File: config.mk
export PLATFORM = sky130hd
export DESIGN_NAME = soc_mem2_reader
export DESIGN_NICKNAME = d
export VERILOG_FILES = /design/src/rtl/soc_mem2_pkg.sv /design/src/rtl/soc_mem2_rd_fifo.sv /design/src/rtl/soc_mem2_reader.sv
export SDC_FILE = /design/constraint.sdc
export NUM_CORES = 1
export LEC_CHECK = 0
export ABC_AREA = 1
export BUFFER_PORTS_ARGS = -buffer_cell sky130_fd_sc_hd__buf_2
export CORE_MARGIN = 8
export CORE_UTILIZATION = 45
export DETAILED_ROUTE_END_ITERATION = 7
export PLACE_DENSITY = 0.65
export SYNTH_ARGS = -nofsm -noshare
export SYNTH_HDL_FRONTEND = slang
export SYNTH_HIERARCHICAL = 1
export SYNTH_SLANG_ARGS = --single-unit
File: constraint.sdc
create_clock -name clk -period 3.6 [get_ports clk]
set_clock_uncertainty 0.15 [all_clocks]
set_input_delay 0.18 -clock clk [delete_from_list [all_inputs] [get_ports clk]]
set_output_delay 0.18 -clock clk [all_outputs]
set_load 0.02 [all_outputs]
File: src/rtl/soc_mem2_pkg.sv
// soc_mem2_pkg: shared state encoding and default widths for the block reader
package soc_mem2_pkg;
  typedef enum logic [1:0] {IDLE, READ, DRAIN} state_t;
  localparam int ADDR_W_DEF = 10;
  localparam int DATA_W_DEF = 32;
  localparam int FIFO_DEPTH_DEF = 4;
endpackage

File: src/rtl/soc_mem2_rd_fifo.sv
// soc_mem2_rd_fifo: show-ahead sync FIFO (push/din in, pop/dout/empty/count out)
module soc_mem2_rd_fifo #(
  parameter int W = 33,
  parameter int DEPTH = 4
) (
  input  logic                     clk,
  input  logic                     reset,
  input  logic                     push,
  input  logic [W-1:0]             din,
  input  logic                     pop,
  output logic [W-1:0]             dout,
  output logic [$clog2(DEPTH):0]   count,
  output logic                     empty
);
  localparam int AW = $clog2(DEPTH);
  logic [W-1:0] mem [DEPTH];
  logic [AW-1:0] wr_ptr, rd_ptr;
  assign dout = mem[rd_ptr];
  assign empty = count == '0;
  always_ff @(posedge clk)
    if (push) mem[wr_ptr] <= din;
  always_ff @(posedge clk or posedge reset)
    if (reset) begin
      wr_ptr <= '0;
      rd_ptr <= '0;
      count <= '0;
    end else begin
      if (push) wr_ptr <= wr_ptr + 1'b1;
      if (pop) rd_ptr <= rd_ptr + 1'b1;
      count <= count + {{AW{1'b0}}, push} - {{AW{1'b0}}, pop};
    end
endmodule

File: src/rtl/soc_mem2_reader.sv
// soc_mem2_reader: reads length words from base_addr over the memory port and streams them out
module soc_mem2_reader
  import soc_mem2_pkg::*;
#(
  parameter int ADDR_W = ADDR_W_DEF,
  parameter int DATA_W = DATA_W_DEF,
  parameter int FIFO_DEPTH = FIFO_DEPTH_DEF
) (
  input  logic              clk,
  input  logic              reset,
  input  logic              start,
  input  logic [ADDR_W-1:0] base_addr,
  input  logic [ADDR_W:0]   length,
  output logic              busy,
  output logic              done,
  output logic [ADDR_W-1:0] mem_address,
  output logic              mem_chipselect,
  output logic              mem_write,
  output logic [3:0]        mem_byteenable,
  output logic              mem_clken,
  input  logic [DATA_W-1:0] mem_readdata,
  output logic [DATA_W-1:0] st_data,
  output logic              st_valid,
  input  logic              st_ready,
  output logic              st_last
);
  localparam int CW = $clog2(FIFO_DEPTH) + 1;
  state_t state;
  logic [ADDR_W:0] rd_left;
  logic inflight, inflight_last, fifo_empty, pop;
  logic [CW-1:0] fifo_count;
  logic [CW:0] occ;
  logic [DATA_W:0] fifo_dout;
  assign mem_write = 1'b0;
  assign mem_byteenable = 4'hF;
  assign mem_clken = 1'b1;
  assign occ = {1'b0, fifo_count} + {{CW{1'b0}}, inflight};
  assign mem_chipselect = state == READ && occ < (CW+1)'(FIFO_DEPTH);
  assign st_valid = !fifo_empty;
  assign st_data = fifo_dout[DATA_W-1:0];
  assign st_last = st_valid && fifo_dout[DATA_W];
  assign pop = st_valid && st_ready;
  always_ff @(posedge clk or posedge reset)
    if (reset) begin
      state <= IDLE;
      busy <= 1'b0;
      done <= 1'b0;
      mem_address <= '0;
      rd_left <= '0;
      inflight <= 1'b0;
      inflight_last <= 1'b0;
    end else begin
      done <= 1'b0;
      inflight <= mem_chipselect;
      inflight_last <= mem_chipselect && rd_left == (ADDR_W+1)'(1);
      if (mem_chipselect) begin
        mem_address <= mem_address + 1'b1;
        rd_left <= rd_left - 1'b1;
      end
      case (state)
        IDLE:
          if (start) begin
            if (length == '0) done <= 1'b1;
            else begin
              state <= READ;
              busy <= 1'b1;
              mem_address <= base_addr;
              rd_left <= length;
            end
          end
        READ: if (mem_chipselect && rd_left == (ADDR_W+1)'(1)) state <= DRAIN;
        DRAIN:
          if (pop && st_last) begin
            state <= IDLE;
            busy <= 1'b0;
            done <= 1'b1;
          end
        default: state <= IDLE;
      endcase
    end
  soc_mem2_rd_fifo #(.W(DATA_W + 1), .DEPTH(FIFO_DEPTH)) u_fifo (
    .clk(clk),
    .reset(reset),
    .push(inflight),
    .din({inflight_last, mem_readdata}),
    .pop(pop),
    .dout(fifo_dout),
    .count(fifo_count),
    .empty(fifo_empty)
  );
endmodule

==> impl_metrics.tcl, run 1 <==
set metrics [dict create \
    seqCellArea_um2 4816 \
    worstPathRequired_ps 3270 \
    num_vias 5488 \
    yosysTopAreaCell "edfxtp_1" \
    worstSetupEndpointType "output pin" \
    layout_min_cycle_time_ps 2522 \
    routabilityCongestion 0.7777 \
    area_growth_pct 23.97 \
    yosys.area.top_type_share_pct 51.03 \
    wl_met2_um 7913 \
    ant_nets 0 \
    whs_ps 33.11 \
    leakage_nw 4.686 \
    die_area_um2 21720 \
    cp_slowest_cell "inv_2" \
    clock_latency_ps 410 \
    p_total_w 0.008006 \
    most-common-layout-cells "nand2_1, inv_1, edfxtp_1, buf_2, nand3_1" \
    nets 1048 \
    vias_per_cell 4.502 \
    cts_made_buffers 17 \
    grt_max_degree 69 \
    drt_iter0_drc 289 \
    final.setup.worst_slack_ps 1078 \
    status "completed" \
    die_h_um 147.4 \
    rows 48 \
    clkTransAtPathRegs_ps 60 \
    root_buffer "clkbuf_16" \
    place_hpwl_um 10140 \
    path_common_cell "nand2_1" \
    ys_seq_area_share_pct 61.98 \
    synth_warnings 6 \
    finalInstanceArea_um2 9629 \
    period_share_pct 70.05 \
    grt_pass1_vias 5496 \
    fill_cells 1513 \
    finalSetupTns_ps 0 \
    ir_drop_mv 0.4493 \
    power_density_nw_per_um2 831.4 \
    clockBufferDepth 2 \
    synth_cell_types 33 \
    firstDrtPassIters 5 \
    preCtsSetupSlack_ps 1335 \
    place_area_um2 8409 \
    ys_seq_elements 166 \
    tightest_slew_ps 1042 \
    max-slew-margin-rel_pct 30.48 \
    grt_usage_pct 15.50 \
    crit_fanout 51 \
    syn_avg_cell_area_um2 9.427 \
    drive_gt1_share_pct 15.79 \
    syn_area_um2 7767 \
    portBuffers 103 \
    drt_drc_violations_left 0 \
    cp_cell_sequence "inv_2 > buf_4 > nand2_1 > nand3_1 > nand2_1 > buf_2" \
    multi_input_area_um2 2022 \
    rsz0062_at_grt "false" \
    antennaDiodeCount 0 \
    core_um2 17120 \
    cts_tree "done" \
    finalHoldViolCount 0 \
    routed_wl_um 16210 \
    routedWlPerCell_um 13.30 \
    start_kind "register" \
    max_freq_ghz 0.3965 \
    synth_top_cells_by_area "edfxtp_1, nand2_1, dfrtp_1" \
    crit_arrival_ps 2190 \
    wl_met3_um 759 \
    num_io_pins 110 \
    finalSetupViolations 0 \
    m1WireLength_um 7291 \
    htree_levels 4 \
    die_width_um 147.4 \
    clkSinkCount 166 \
    start_util_pct 45.38 \
    grt_pass1_wl_um 27100 \
    finalMaxSlewViolations 0 \
    drv_cap 0 \
    synthCells 824 \
    max_stage_delay_ps 660 \
    hold_class "primary input to register" \
    grt-ovfl-total 0 \
    highest_layer "met4" \
    antenna_found_initial 0 \
    path_class "register to output pin" \
    final_common_cell "nand2_1" \
]
## metrics by stage
stage / utilization (%) / cells
after floorplan: - / 828
after CTS: 56.26 / 1219
after detailed placement: 49.13 / 1131
after global routing: 56.26 / 1219
final: 56.26 / 1219
after global placement: 49.13 / 1131
## layer usage
metal  track usage, %  vias up
li1                 -     2840
met1            18.95     2505
met2            25.67      117
met3            4.066       26
met4            6.323        0
met5                0        -
## synthesized netlist by cell type (all sizes together)
cell    number
a21oi        2
buf         31
clkbuf       3
clkinv       1
conb         2
dfrtp       34
edfxtp     132
fa           1
ha           9
inv        187
nand2      260
nand3       94
nand3b       3
nand4        3
nor2        30
nor2b        1
nor3         6
nor3b        2
nor4         1
o21ai       11
o21bai       1
xnor2        3
xor2         7
## state kept, by name, summed over array words and instances (netlist names)
register / cells
state: 2
busy: 1
u_fifo/count: 3
rd_left: 11
inflight_last: 1
done: 1
inflight: 1
u_fifo/rd_ptr: 2
u_fifo/wr_ptr: 2
u_fifo/mem: 132
mem_address: 10
## report_power, final
group          total (W)  internal, W  leakage, nW  switching, W
Sequential       0.00287      0.00262         1.61      0.000245
Combinational    0.00314     0.000978         2.76       0.00216
Clock            0.00200      0.00129        0.314      0.000705
## logic make-up (layout without fill, tap and decap cells)
family | Yosys count | after routing | share of synthesized area [%]
compound gates | 14 | 14 | 0.9343
simple gates | 400 | 400 | 21.97
buf+inv | 222 | 388 | 12.18
other cells | 2 | 6 | 0.09669
xor+xnor | 10 | 10 | 1.128
flops | 166 | 166 | 61.98
fa+ha+maj | 10 | 10 | 1.708
## worst paths after layout
| path | depth (start not counted) | to | slack, ps | from |
|---|---|---|---|---|
| max in group asynchronous | 3 | state[1] | 2230 | reset |
| hold / removal | 4 | u_fifo/rd_ptr[0] | 30 | st_ready |
| setup reg to reg | 10 | u_fifo/count[2] | 1320 | u_fifo/count[1] |
| min in group asynchronous | 3 | u_fifo/count[2] | 110 | reset |
| hold reg to reg | 0 | u_fifo/mem[3][32] | 360 | inflight_last |
| setup / recovery | 6 | st_data[1] | 1080 | u_fifo/rd_ptr[0] |
## repair_timing
action / in CTS / in global routing
hold buffers: 56 / 0
endpoints found under the hold margin: 184 / 0
buffers inserted: 0 / 0
resized for setup: 0 / 0
## area by class of cell
type | count | area share [%]
timing repair buffer | 168 | 11.88
clock inverter | 15 | 2.430
sequential | 166 | 50.01
inverter | 188 | 7.341
multi-input combinational | 440 | 21.00
clock buffer | 17 | 4.418
tap | 225 | 2.924
## worst max-delay path, delay by kind of cell, from the launching register on
family | cells | cell delay (ps)
and+or+nand+nor | 3 | 200
buffers and inverters | 3 | 1160
DFF | 1 | 400
No activity file was read; power rests on OpenSTA's default activity.
==> run 2: changes to the inputs <==
==> constraint.sdc (replaced) <==
create_clock -name clk -period 2.4 [get_ports clk]
set_clock_uncertainty 0.15 [all_clocks]
set_input_delay 0.12 -clock clk [delete_from_list [all_inputs] [get_ports clk]]
set_output_delay 0.12 -clock clk [all_outputs]
set_load 0.02 [all_outputs]
==> impl_metrics.tcl, run 2 (synthesized netlist as in run 1, its figures left out) <==
set metrics [dict create \
    power_density_nw_per_um2 1200 \
    place_area_um2 8459 \
    place_hpwl_um 9602 \
    r2r_start "u_fifo/count[1]" \
    antenna_found_initial 0 \
    fill_cells 1497 \
    routed_wl_um 15570 \
    drive_gt1_share_pct 16.17 \
    drt_iter0_drc 152 \
    core_um2 17120 \
    internal_power_w 0.006868 \
    rows 48 \
    cts_tree "done" \
    period_share_pct 91.00 \
    clockBufferDepth 2 \
    grt-ovfl-total 0 \
    num_io_pins 110 \
    leakage_nw 4.661 \
    max-slew-margin-rel_pct 65.63 \
    drv_cap 0 \
    grt_pass1_vias 5324 \
    switching_share_pct 40.35 \
    start_util_pct 45.38 \
    grt_max_degree 47 \
    reg.largest.list "u_fifo/mem (132), rd_left (11), mem_address (10)" \
    nets 1056 \
    antennaDiodeCount 0 \
    preCtsSetupSlack_ps 185.8 \
    finalMaxSlewViolations 0 \
    htree_levels 4 \
    finalInstanceArea_um2 9594 \
    grt_usage_pct 14.95 \
    clkTransAtPathRegs_ps 60 \
    finalSetupTns_ps 0 \
    cts_made_buffers 17 \
    layout_min_cycle_time_ps 2184 \
    start_kind "register" \
    max_freq_ghz 0.4579 \
    finalSetupViolations 0 \
    switchingPower_w 0.004645 \
    portBuffers 103 \
    p_clk_share_pct 21.3 \
    ant_nets 0 \
    area_growth_pct 23.52 \
    path_class "register to register" \
    routabilityCongestion 0.7718 \
    num_vias 5448 \
    reg2reg_slack_ps 220 \
    final.setup.worst_slack_ps 216.0 \
    hold_class "primary input to async pin" \
    finalHoldViolCount 0 \
    largest_register_ffs 132 \
    largest_register "u_fifo/mem" \
    die_width_um 147.4 \
    grt_pass1_wl_um 26010 \
    drt_drc_violations_left 0 \
    clkSinkCount 166 \
    clock_latency_ps 410 \
    post-cts-setup-buffers 0 \
    vias_per_cell 4.440 \
    worstPathRequired_ps 2600 \
    firstDrtPassIters 4 \
    most-common-layout-cells "nand2_1, inv_1, edfxtp_1, buf_2, nand3_1" \
    critPathLaunch "u_fifo/count[1]" \
    worstSetupEndpointType "register" \
    final_common_cell "nand2_1" \
    comb_power_share_pct 41.3 \
    seqPwrFrac_pct 37.4 \
    die_h_um 147.4 \
    status "completed" \
    crit_arrival_ps 2380 \
    die_area_um2 21720 \
    tightest_slew_ps 515.5 \
    crit_fanout 4 \
    routedWlPerCell_um 12.69 \
    ir_drop_mv 0.7891 \
    rsz0062_at_grt "false" \
    root_buffer "clkbuf_16" \
]
## run 2: cell types whose count changed in the layout (fill, tap and decap cells not counted)
cell,change
buf_4,+4
clkinvlp_4,+2
nor2_1,-1
dlygate4sd3_1,+3
clkinv_4,+1
nor2_2,+1
buf_12,+1
bufinv_16,-5
clkinv_2,+1
clkbuf_1,+1
## run 2: critical path, cell delays in order (launching register included)
cell and delay [ps]:
dfrtp_1 410, inv_1 130, nand2_1 100, nor2_2 130
nor2_1 110, ha_1 280, inv_1 40, ha_1 190
fa_1 370, nand3b_1 170, nand2_1 60
## run 2: metal layers
layer / track usage, % / vias to the layer above / part of all wire, %
met5: 0 / - / 0
met4: 5.048 / 0 / 1.3
met3: 4.035 / 19 / 4.5
met2: 25.78 / 97 / 49
met1: 17.73 / 2466 / 45
li1: - / 2866 / -
## run 2: worst paths after layout
| kind | endpoint | depth (start not counted) |
|---|---|---|
| setup / recovery | u_fifo/count[2] | 10 |
| hold / removal | u_fifo/count[0] | 3 |
| setup reg to reg | u_fifo/count[2] | 10 |
| hold reg to reg | u_fifo/mem[3][32] | 0 |
| max in group asynchronous | rd_left[6] | 4 |
| min in group clk | mem_address[8] | 4 |
## run 2: through the flow
stage / utilization (%) / hold WS (ps) / total power (W) / cells
floorplan: - / -226.6 / 0.007760 / 828
global placement: 49.42 / -51.68 / 0.009043 / 1136
detailed placement: 49.42 / -52.85 / 0.009113 / 1136
CTS: 56.04 / 46.48 / 0.01166 / 1227
global route: 56.05 / 83.38 / 0.01238 / 1227
finish: 56.05 / 54.71 / 0.01151 / 1227
## run 2: area by class of cell
class                   count  area (µm²)  area share [%]
clock buffers              18       429.2           4.473
clock inverters            14       112.6           1.174
inverters                 188       706.9           7.368
well taps                 225       281.5           2.934
multi-input cells         440        2024           21.10
flip-flops and latches    166        4816           50.20
repair buffers            176        1224           12.75
## run 2: repair_timing
action | in CTS | in global routing
resized for setup | 0 | 1
endpoints found under the hold margin | 186 | 0
setup endpoints to repair | 0 | 1
hold buffers | 59 | 0
## run 2: power groups by stage
stage | Clock [W] | Combinational, W | Sequential (W)
after floorplan | 0 | 0.00339 | 0.00437
after global placement | 0 | 0.00470 | 0.00434
after detailed placement | 0 | 0.00476 | 0.00435
after CTS | 0.00252 | 0.00484 | 0.00430
after global routing | 0.00262 | 0.00537 | 0.00439
final | 0.00245 | 0.00476 | 0.00430
==> run 3: changes to the inputs <==
--- a/config.mk
+++ b/config.mk
@@ -11,6 +11,7 @@
 export CORE_UTILIZATION = 45
 export DETAILED_ROUTE_END_ITERATION = 7
 export PLACE_DENSITY = 0.65
+export RECOVER_POWER = 50
 export SYNTH_ARGS = -nofsm -noshare
 export SYNTH_HDL_FRONTEND = slang
 export SYNTH_HIERARCHICAL = 1
==> impl_metrics.tcl, run 3 (synthesized netlist as in run 1, its figures left out) <==
set metrics [dict create \
    status "completed" \
    drive_gt1_share_pct 11.48 \
    tightest_slew_ps 1490 \
    ir_drop_mv 0.7880 \
    period_share_pct 91.02 \
    multi_input_area_um2 2024 \
    cts_made_buffers 17 \
    finalHoldViolCount 0 \
    portBuffers 103 \
    start_kind "register" \
    drv_cap 0 \
    fill_cells 1529 \
    routedWlPerCell_um 12.63 \
    antenna_found_initial 0 \
    place_hpwl_um 9602 \
    num_io_pins 110 \
    clkSinkCount 166 \
    vias_per_cell 4.438 \
    critical-path-top-delay-family "adder cells" \
    path_class "register to register" \
    reg.largest.list "u_fifo/mem (132), rd_left (11), mem_address (10)" \
    seqCellArea_um2 4816 \
    routed_wl_um 15500 \
    cp_cell_sequence "inv_1 > nand2_1 > nor2_2 > nor2_1 > ha_1 > inv_1 > ha_1 > fa_1 > nand3b_1 > nand2_1" \
    worstSetupEndpointType "register" \
    rsz0062_at_grt "false" \
    clockBufferDepth 2 \
    grt_max_degree 47 \
    drt_drc_violations_left 0 \
    num_vias 5445 \
    clock_latency_ps 410 \
    largest_register_ffs 132 \
    leakage_nw 4.526 \
    antennaDiodeCount 0 \
    start_util_pct 45.38 \
    hold_class "primary input to async pin" \
    finalMaxSlewViolations 0 \
    layout_min_cycle_time_ps 2184 \
    final_common_cell "nand2_1" \
    die_area_um2 21720 \
    max_freq_ghz 0.4578 \
    rows 48 \
    core_um2 17120 \
    power_density_nw_per_um2 1204 \
    cp_slowest_cell "dfrtp_1" \
    htree_levels 4 \
    max_stage_delay_ps 410 \
    grt-ovfl-total 0 \
    crit_fanout 4 \
    firstDrtPassIters 4 \
    dpl.cell_count 1136 \
    final_cell_count_no_fill 1227 \
    p_total_w 0.01147 \
    grt_usage_pct 14.95 \
    ant_nets 0 \
    root_buffer "clkbuf_16" \
    die_width_um 147.4 \
    max-slew-margin-rel_pct 0.6750 \
    finalSetupTns_ps 0 \
    path_buf_inv 2 \
    cts_tree "done" \
    worstPathRequired_ps 2600 \
    grt_pass1_vias 5324 \
    area_growth_pct 22.70 \
    largest_register "u_fifo/mem" \
    most-common-layout-cells "nand2_1, inv_1, edfxtp_1, nand3_1, dlygate4sd3_1" \
    clkTransAtPathRegs_ps 60 \
    grt_pass1_wl_um 26010 \
    crit_arrival_ps 2380 \
    die_h_um 147.4 \
    nets 1056 \
    routabilityCongestion 0.7718 \
    finalSetupViolations 0 \
    drt_iter0_drc 162 \
]
==> run 3: cell types whose count changed in the layout (fill, tap and decap cells not counted), sizes merged <==
cell | previous run | this run
buf | 117 | 70
clkbuf | 18 | 65
==> run 3: layer usage <==
layer	up-vias	share of wire (%)	track usage [%]
met1	2476	44	17.73
met4	0	1.3	5.048
met5	-	0	0
met3	19	4.3	4.035
met2	86	50	25.78
li1	2864	-	-
==> run 3: area by class of cell <==
| type | instances | area share (%) |
|---|---|---|
| sequential | 166 | 50.53 |
| multi-input combinational | 440 | 21.24 |
| timing repair buffer | 176 | 12.17 |
| inverter | 188 | 7.418 |
| clock buffer | 18 | 4.503 |
| tap | 225 | 2.954 |
| clock inverter | 14 | 1.182 |
==> run 3: final timing paths <==
kind                       slack (ps)  cells after the start                end             from
max in group asynchronous         600                      4         rd_left[6]            reset
min reg2reg                       370                      0  u_fifo/mem[3][32]    inflight_last
max reg2reg                       220                     10    u_fifo/count[2]  u_fifo/count[1]
min                                50                      3    u_fifo/count[0]            reset
min in group clk                  280                      4     mem_address[8]     base_addr[8]
max                               220                     10    u_fifo/count[2]  u_fifo/count[1]
==> run 3: repair_timing <==
item | in CTS | in global routing
endpoints found under the hold margin | 186 | 0
resized for setup | 0 | 1
hold buffers | 59 | 0
setup endpoints to repair | 0 | 1
setup buffers | 0 | 0
==> run 3: stage by stage <==
stage / setup slack (ps) / instance area, µm² / hold WS, ps / util, %
3_5_place_dp: 185.8 / 8459 / -52.85 / 49.42
2_1_floorplan: 329.6 / 7782 / -226.6 / -
3_3_place_gp: 238.3 / 8459 / -51.68 / 49.42
6_report: 215.6 / 9530 / 48.43 / 55.68
4_1_cts: 161.2 / 9592 / 46.48 / 56.04
5_1_grt: 20.02 / 9530 / 96.16 / 55.68
==> run 3: report_power, final <==
part           total [W]  internal [W]  switching [W]
sequential       0.00430       0.00393       0.000369
combinational    0.00472       0.00149        0.00323
clock            0.00245       0.00141        0.00104
==> run 3: tightest hold or removal path, cell delays in order <==
cell and delay, ps:
dlygate4sd3_1 530, clkbuf_1 120, inv_1 230
